**src/rtl/bcd_to_binary_if.sv**
```systemverilog
// Interface bundling the BCD input code with the registered conversion results.
//   bcd     : packed two-digit BCD code (tens in [7:4], units in [3:0])
//   binario : registered 4-bit binary equivalent
//   err     : registered flag, high when the sampled code was not 00..15
// master : the BCD source (drives bcd, observes results)
// slave  : the converter (samples bcd, drives results)
interface bcd_to_binary_if;
    logic [7:0] bcd;
    logic [3:0] binario;
    logic       err;

    modport master (
        output bcd,
        input  binario,
        input  err
    );

    modport slave (
        input  bcd,
        output binario,
        output err
    );
endinterface

```
**src/rtl/bcd_to_binary.sv**
```systemverilog
// Registered two-digit packed BCD to 4-bit binary converter.
// Accepts codes 00..15 decimal; every other code yields binario=0 and err=1.
// One-cycle latency, one conversion per cycle, no enable.
//   clk : system clock, rising edge
//   rst : synchronous active-high reset, clears binario and err
//   bus : bcd_to_binary_if.slave (bcd in; binario, err out)
module bcd_to_binary (
    input  logic              clk,
    input  logic              rst,
    bcd_to_binary_if.slave    bus
);

    logic [3:0] tens;
    logic [3:0] units;
    // Eight bits hold 15*10+15 without wrapping, so the range check is exact
    // even for codes whose tens digit is not legal BCD.
    logic [7:0] value;
    logic       legal;

    logic [3:0] binario_d, binario_q;
    logic       err_d, err_q;

    always_comb begin
        tens      = bus.bcd[7:4];
        units     = bus.bcd[3:0];
        value     = 8'(tens) * 8'd10 + 8'(units);
        legal     = (units <= 4'd9) && (tens <= 4'd1) && (value <= 8'd15);
        binario_d = '0;
        err_d     = 1'b1;
        if (legal) begin
            binario_d = value[3:0];
            err_d     = 1'b0;
        end
    end

    always_ff @(posedge clk) begin
        if (rst) begin
            binario_q <= '0;
            err_q     <= 1'b0;
        end else begin
            binario_q <= binario_d;
            err_q     <= err_d;
        end
    end

    assign bus.binario = binario_q;
    assign bus.err     = err_q;

endmodule

```
**src/flat_wrapper.sv**
```systemverilog
// flat-port wrapper written by rule: the top's interface ports become plain ports
module bcd_to_binary_flat 
  (clk, rst, bus_bcd, bus_binario, bus_err);
  bcd_to_binary_if bus_i ();
  input  logic clk;
  input  logic rst;
  input wire logic [$bits(bus_i.bcd)-1:0] bus_bcd;
  output wire logic [$bits(bus_i.binario)-1:0] bus_binario;
  output wire logic [$bits(bus_i.err)-1:0] bus_err;
  assign bus_i.bcd = bus_bcd;
  assign bus_binario = bus_i.binario;
  assign bus_err = bus_i.err;
  bcd_to_binary u_core (.clk(clk), .rst(rst), .bus(bus_i));
endmodule
```
**config.mk**
```make
export PLATFORM = sky130hd
export DESIGN_NAME = bcd_to_binary_flat
export DESIGN_NICKNAME = d
export VERILOG_FILES = /design/src/rtl/bcd_to_binary_if.sv /design/src/rtl/bcd_to_binary.sv /design/src/flat_wrapper.sv
export SDC_FILE = /design/constraint.sdc
export NUM_CORES = 1
export LEC_CHECK = 0
export BUFFER_PORTS_ARGS = -buffer_cell sky130_fd_sc_hd__buf_2
export CORE_AREA = 5 5 42 44
export CTS_BUF_LIST = sky130_fd_sc_hd__clkbuf_2 sky130_fd_sc_hd__clkbuf_4 sky130_fd_sc_hd__clkbuf_8
export CTS_CLUSTER_DIAMETER = 30
export DETAILED_ROUTE_END_ITERATION = 10
export DIE_AREA = 0 0 47 49
export SLEW_MARGIN = 20
export SYNTH_ARGS = -nofsm -noshare
export SYNTH_HDL_FRONTEND = slang
export SYNTH_SLANG_ARGS = --single-unit
```
**constraint.sdc**
```tcl
create_clock -name clk -period 1.8 [get_ports clk]
set_input_delay 0.09 -clock clk [delete_from_list [all_inputs] [get_ports clk]]
set_output_delay 0.09 -clock clk [all_outputs]
set_load 0.02 [all_outputs]
```
==> results of run 1 <==
## metal layers
| metal | vias to the layer above | GRT usage (%) |
|---|---|---|
| met2 | 15 | 9.95 |
| met4 | 0 | 6.91 |
| li1 | 141 | - |
| met1 | 115 | 8.81 |
| met5 | - | 0 |
| met3 | 0 | 2.21 |
## through the flow
step	power, mW	TNS (ns)
2_1_floorplan	0.166	0
3_3_place_gp	0.194	-0.0836
3_5_place_dp	0.196	-0.189
4_1_cts	0.346	0
5_1_grt	0.369	0
6_report	0.336	0
## placed cells by master, fill, tap and decap left out, drive strengths merged
master / instances
buf: 15
ha: 6
dfxtp: 5
clkbuf: 4
inv: 3
nor3b: 3
fa: 2
a21o: 1
and4b: 1
a21oi: 1
nor2: 1
and4bb: 1
o21ai: 1
o2111ai: 1
and2b: 1
xnor2: 1
nor3: 1
## area by class of cell
cell class | count | area, µm² | area share, %
clock buffers | 4 | 30.0 | 6.14
inverters | 3 | 11.3 | 2.30
flip-flops and latches | 5 | 100 | 20.5
repair buffers | 15 | 77.6 | 15.9
well taps | 16 | 20.0 | 4.09
multi-input cells | 21 | 250 | 51.2
## cell families (layout without fill, tap and decap cells)
family,after synthesis,in the layout,share of synthesized area (%)
fa+ha+maj,8,8,31.8
simple gates,8,8,18.7
flops,5,5,27.7
compound gates,4,4,16.3
buf+inv,3,22,3.11
xor+xnor,1,1,2.42
## sequential cells by signal, indices dropped and copies added, names as in the netlist
signal,cells
u_core.bus.binario,4
u_core.bus.err,1
## power groups by stage
stage	clock, mW	combinational, mW	sequential [mW]
2_1_floorplan	0	0.0480	0.118
3_3_place_gp	0	0.0791	0.115
3_5_place_dp	0	0.0811	0.115
4_1_cts	0.150	0.0827	0.113
5_1_grt	0.164	0.0918	0.113
6_report	0.142	0.0812	0.113
## path summary, 6_finish.rpt
| check | startpoint | end | depth (start not counted) |
|---|---|---|---|
| setup / recovery | bus_bcd[5] | u_core.bus.err | 8 |
| hold / removal | rst | u_core.bus.binario[1] | 2 |
==> flow_metrics.tcl, run 1 <==
set metrics [dict create \
    synth_edf_count 0 \
    yosysTopAreaCell "dfxtp_1" \
    timing.final.crit_period_ns 1.59 \
    synth_common_cells "6 x ha_1, 5 x dfxtp_1, 3 x inv_1, 3 x nor3b_1, 2 x fa_1" \
    root_buffer "clkbuf_4" \
    critical_path.max_fanout 5 \
    cap_viol_max_count 0 \
    first_pass_iters 2 \
    pre_cts_slack_ns -0.0632 \
    power_density_nw_per_um2 687 \
    syn_area_per_cell_um2 12.5 \
    seqPwrFrac_pct 33.7 \
    ys_seq_area_share_pct 27.7 \
    ys_types 15 \
    static-leakage-power_nw 0.228 \
    grt-ovfl-total 0 \
    grt_max_degree 6 \
    drive_gt1_share_pct 52.1 \
    finalSetupViolCount 0 \
    crit_chain "buf_2 > ha_1 > ha_1 > inv_1 > fa_1 > and4bb_2 > o2111ai_4 > and2b_1" \
    drt-initial-drc-count 1 \
    die_h_um 49 \
    routed-via-count 271 \
    antenna_found_initial 0 \
    design_area_um2 489 \
    initial_core_util_pct 25.8 \
    fin_util_pct 34.9 \
    yosys_warnings 0 \
    fin_ws_ns 0.208 \
    place.gp.congestion 0.715 \
    fmax_mhz 628 \
    synth_nets 47 \
    max-vdd-ir-drop_v 0.000168 \
    crit_buf_inv 2 \
    post_cts_buffers 0 \
    port_buffers 14 \
    syn_area_um2 362 \
    vias_per_cell 4.23 \
    cts.sinks 5 \
    wl_met2_um 306 \
    ant_nets 0 \
    placed_cell_area_um2 459 \
    async_flop_share_pct 0 \
    wl_um 718 \
    ios 15 \
    grtUsageTotal_pct 7.40 \
    p_int_uw 251 \
    switchingPower_uw 85.4 \
    hold_ws_ns 0.0824 \
    dieArea_um2 2300 \
    cts_resized 0 \
    clkPwrFrac_pct 42.1 \
    met1_length_um 310 \
    cts_max_level 1 \
    dieWidth_um 47 \
    fill_cells 153 \
    sw_frac_of_total_pct 25.4 \
    relSlewSlack_pct 84.4 \
    nets 67 \
    ctsHoldBuffers 0 \
    critPathKind "in -> reg" \
    wire_per_inst_um 11.2 \
    power_frac_comb_pct 24.2 \
    dp.cells 60 \
    start_kind "input port" \
    yosysMostFrequentCell "ha_1" \
    rows 14 \
    grt_pass1_wl_um 1190 \
    worst_path_most_repeated_cell "ha_1" \
    cp-end-kind "register" \
    status "completed" \
    yosysTopAreaCellShare_pct 27.7 \
    synth_seq_cells 5 \
    tightest_slew_ns 0.234 \
    top_layer "met3" \
    clk_pin_slew_worst_paths_ns 0.04 \
    fin_crit_sh_pct 88.4 \
    path_delay_family "adder cells" \
    final-hold-violation-count 0 \
    insertedDiodeCount 0 \
    grt_pass1_vias 302 \
    synthTopCellsByArea "dfxtp_1 28%, ha_1 21%, fa_1 11%" \
    cts_buffers 3 \
    min_path_type "in -> reg" \
    slowest_delay_ns 0.48 \
    area_delta_synth_final_pct 35.3 \
    netlist_instances 29 \
    cp.required_ns 1.93 \
    cts_tree "done" \
    routed-wl-met3_um 101 \
    drv_slew 0 \
    core_area_um2 1400 \
    rsz0062_at_grt "false" \
    slowest_stage "fa_1" \
    clockBufferDepth 2 \
    critPathArrivalTime_ns 1.72 \
    layout.cells.non_filler 64 \
    synth_flop_cell "dfxtp_1" \
    drc_errors 0 \
]
Note: power is estimated with default switching activity, not from simulation.
==> run 2, diff against run 1 <==
--- a/config.mk
+++ b/config.mk
@@ -6,11 +6,11 @@
 export NUM_CORES = 1
 export LEC_CHECK = 0
 export BUFFER_PORTS_ARGS = -buffer_cell sky130_fd_sc_hd__buf_2
-export CORE_AREA = 5 5 42 44
+export CORE_AREA = 4 4 41 43
 export CTS_BUF_LIST = sky130_fd_sc_hd__clkbuf_2 sky130_fd_sc_hd__clkbuf_4 sky130_fd_sc_hd__clkbuf_8
 export CTS_CLUSTER_DIAMETER = 30
 export DETAILED_ROUTE_END_ITERATION = 10
-export DIE_AREA = 0 0 47 49
+export DIE_AREA = 0 0 45 47
 export SLEW_MARGIN = 20
 export SYNTH_ARGS = -nofsm -noshare
 export SYNTH_HDL_FRONTEND = slang
==> run 2 against run 1 <==
Critical path depth stayed put. Global-route usage is 0.28 points higher. Combinational power is 2% lower. Clock power is 3% lower. Hold slack worse by 0.0056 ns. Maximum frequency is 1.1% higher. Power is 1.5% lower. Cell area is 0.26% lower. Count of clock-buffer cells in the layout stayed put. Largest power group unchanged. Sequential power hardly changed.
==> flow_metrics.tcl, run 2 (synthesized netlist as in run 1, its figures left out) <==
set metrics [dict create \
    cts_max_level 1 \
    critPathKind "in -> reg" \
    max-vdd-ir-drop_v 0.000147 \
    initial_core_util_pct 27.8 \
    fin_crit_sh_pct 87.5 \
    ctsHoldBuffers 0 \
    clk_pin_slew_worst_paths_ns 0.04 \
    layout_commonest_cell "buf_2" \
    cap_viol_max_count 0 \
    final-hold-violation-count 0 \
    min_path_type "in -> reg" \
    crit_chain "buf_2 > ha_1 > ha_1 > inv_1 > fa_1 > and4bb_2 > o2111ai_4 > nor3b_1" \
    cp-end-kind "register" \
    cts_tree "done" \
    cts_buffers 3 \
    fin_util_pct 37.5 \
    tightest_slew_ns 0.221 \
    clockBufferDepth 2 \
    wire_per_inst_um 10.4 \
    post_cts_buffers 0 \
    design_area_um2 488 \
    wl_um 656 \
    grt-ovfl-total 0 \
    start_kind "input port" \
    first_pass_iters 1 \
    critical_path.max_fanout 5 \
    cp.required_ns 1.95 \
    relSlewSlack_pct 85.3 \
    grt_max_degree 6 \
    drt-initial-drc-count 0 \
    antenna_found_initial 0 \
    routed-wl-met3_um 104 \
    crit_buf_inv 2 \
    layout_common_cells "14 x buf_2, 6 x ha_1, 5 x dfxtp_1, 4 x clkbuf_4" \
    largest_reg_flops 4 \
    fill_cells 145 \
    dp.cells 59 \
    rsz0062_at_grt "false" \
    grtUsageTotal_pct 7.68 \
    layout.cells.non_filler 63 \
    dieWidth_um 45 \
    ant_nets 0 \
    area_delta_synth_final_pct 34.9 \
    static-leakage-power_nw 0.228 \
    vias_per_cell 4.30 \
    grt_pass1_wl_um 1150 \
    ios 15 \
    dp_hpwl_um 608 \
    path_delay_family "adder cells" \
    core_area_um2 1300 \
    rows 13 \
    cts.sinks 5 \
    status "completed" \
    cts_resized 0 \
    timing.final.crit_period_ns 1.57 \
    root_buffer "clkbuf_4" \
    die_h_um 47 \
    slowest_delay_ns 0.47 \
    nets 67 \
    finalSetupViolCount 0 \
    placed_cell_area_um2 458 \
    drc_errors 0 \
    whs_path_depth 2 \
    worstSetupPathDepth 8 \
    port_buffers 14 \
    worst_path_most_repeated_cell "ha_1" \
    dieArea_um2 2120 \
    drive_gt1_share_pct 52.1 \
    slowest_stage "fa_1" \
    fmax_mhz 635 \
    critPathArrivalTime_ns 1.72 \
    met1_length_um 268 \
    top_layer "met3" \
    wl_met2_um 283 \
    grt_pass1_vias 283 \
    power_density_nw_per_um2 679 \
    drv_slew 0 \
    routed-via-count 271 \
    insertedDiodeCount 0 \
    place.gp.congestion 0.726 \
]
run 2: cell counts in the layout (fill, tap and decap cells not counted):
No cell type changed its count.
run 2: where the power goes:
part           internal (mW)  leakage [nW]  switching [mW]
sequential             0.113        0.0407        0.000281
combinational         0.0386         0.169          0.0413
clock                 0.0984        0.0184          0.0397
total                  0.250         0.228          0.0812
run 2: layout make-up:
| type | instances | area [µm²] | share of cell area, % |
|---|---|---|---|
| repair buffers | 15 | 77.6 | 15.9 |
| well taps | 15 | 18.8 | 3.85 |
| multi-input cells | 21 | 250 | 51.3 |
| clock buffers | 4 | 30.0 | 6.15 |
| inverters | 3 | 11.3 | 2.31 |
| flip-flops and latches | 5 | 100 | 20.5 |
run 2: worst paths after layout:
path,from,to,slack (ns)
setup / recovery,bus_bcd[5],u_core.bus.binario[2],0.23
hold / removal,rst,u_core.bus.binario[1],0.08
run 2: layer usage:
layer  vias up  GRT usage (%)
met5         -              0
met4         0           5.26
met3         0           3.45
met2        14           11.9
met1       115           8.47
li1        142              -
run 2: stage by stage:
stage,power (mW),hold WS (ns),setup slack [ns],setup TNS (ns)
after CTS,0.341,0.0707,0.210,0
after detailed placement,0.195,0.322,-0.0292,-0.103
after floorplan,0.166,0.166,0.164,0
final,0.331,0.0768,0.226,0
after global routing,0.358,0.0962,0.104,0
after global placement,0.196,0.319,0.00485,0
==> run 3, diff against run 2 <==
==> constraint.sdc (replaced) <==
create_clock -name clk -period 1.8 [get_ports clk]
set_input_delay 0.54 -clock clk [delete_from_list [all_inputs] [get_ports clk]]
set_output_delay 0.54 -clock clk [all_outputs]
set_load 0.02 [all_outputs]
==> run 3 against run 2 <==
The flow now finishes with violations (setup timing). Critical endpoint is now u_core.bus.err. Cell area grew 21%. Utilization rose by 7.8 points. Largest power group unchanged. Count of clock-buffer cells in the layout unchanged. Global-route usage increased by 0.54 points. Worst setup slack got worse by 0.40 ns.
==> flow_metrics.tcl, run 3 (synthesized netlist as in run 1, its figures left out) <==
set metrics [dict create \
    finalPower_uw 366 \
    cts_max_level 1 \
    max-vdd-ir-drop_v 0.000158 \
    finalSetupViolCount 5 \
    port_buffers 14 \
    layout_common_cells "12 x buf_2, 7 x buf_4, 5 x dfxtp_1, 4 x ha_1, 4 x clkbuf_4" \
    dp_hpwl_um 639 \
    critPathArrivalTime_ns 2.11 \
    start_kind "input port" \
    first_pass_iters 1 \
    insertedDiodeCount 0 \
    use_met2_pct 11.6 \
    fin_ws_ns -0.177 \
    grt_pass1_vias 306 \
    timing.final.crit_period_ns 1.98 \
    area_delta_synth_final_pct 63.0 \
    largest_reg_flops 4 \
    drc_errors 0 \
    busiest_layer "met2" \
    final-hold-violation-count 0 \
    root_buffer "clkbuf_4" \
    gr-usage-met1_pct 10.9 \
    dieArea_um2 2120 \
    routed-via-count 308 \
    nets 73 \
    fmax_mhz 506 \
    grt_max_degree 6 \
    rows 13 \
    grt_pass1_wl_um 1230 \
    antenna_found_initial 0 \
    cts.sinks 5 \
    drv_slew 0 \
    fin_tns_setup_ns -0.696 \
    post_cts_buffers 0 \
    fin_crit_sh_pct 110 \
    grt-ovfl-total 0 \
    critical_path.max_fanout 5 \
    core_area_um2 1300 \
    cp-end-kind "register" \
    min_path_type "in -> reg" \
    grt.met3_usage_pct 1.15 \
    violations "setup timing" \
    critPathKind "in -> reg" \
    status "finished with violations" \
    fin_util_pct 45.3 \
    cts_buffers 3 \
    ctsHoldBuffers 0 \
    dieWidth_um 45 \
    wire_per_inst_um 10.5 \
    power_density_nw_per_um2 620 \
    cap_viol_max_count 0 \
    drt-initial-drc-count 0 \
    ios 15 \
    vias_per_cell 4.46 \
    place.gp.congestion 0.722 \
    ant_nets 0 \
    initial_core_util_pct 27.8 \
    drive_gt1_share_pct 68.5 \
    layout_commonest_cell "buf_2" \
    clockBufferDepth 2 \
    rsz0062_at_grt "true" \
    relSlewSlack_pct 82.3 \
    cp.required_ns 1.93 \
    cts_tree "done" \
    wl_um 727 \
    grtUsageTotal_pct 8.22 \
    tightest_slew_ns 0.265 \
    clk_pin_slew_worst_paths_ns 0.04 \
    die_h_um 47 \
    static-leakage-power_nw 0.265 \
]
==> run 3: per-layer routing <==
metal | up-vias | wire [µm]
met1 | 138 | 330
met2 | 14 | 318
li1 | 154 | -
met3 | 2 | 72
met5 | - | 0
met4 | 0 | 6
==> run 3: critical path: stages <==
cell	delay, ns
buf_8	0.10
ha_4	0.26
ha_4	0.11
inv_2	0.03
fa_1	0.46
and4bb_2	0.26
o2111ai_4	0.15
and2b_1	0.20
==> run 3: area by class of cell <==
type	instances	area, µm²
timing repair buffer	21	139
clock buffer	4	30.0
multi-input combinational	21	290
tap	15	18.8
sequential	5	100
inverter	3	11.3
fill	127	712
==> run 3: path summary, 6_finish.rpt <==
check  slack [ns]                     to        from  depth (start not counted)
min          0.54  u_core.bus.binario[0]  bus_bcd[0]                          2
max         -0.18         u_core.bus.err  bus_bcd[7]                          8
==> run 3: timing repair <==
| item | 4_1_cts | 5_1_grt |
|---|---|---|
| endpoints found under the setup margin | 5 | 5 |
| gates resized for setup | 3 | 4 |
| pin swaps | 2 | 3 |
==> run 3: stage by stage <==
stage	worst slack (ns)	cell area, µm²	instances	hold WS [ns]
final	-0.177	589	69	0.544
after global routing	-0.221	589	69	0.567
after CTS	-0.162	571	69	0.518
after detailed placement	-0.437	528	65	0.776
after global placement	-0.411	528	65	0.779
after floorplan	-0.224	387	29	0.616
==> run 3: report_power, final <==
group          internal, mW  switching [mW]
clock                0.0987          0.0437
sequential            0.113        0.000386
combinational        0.0613          0.0486
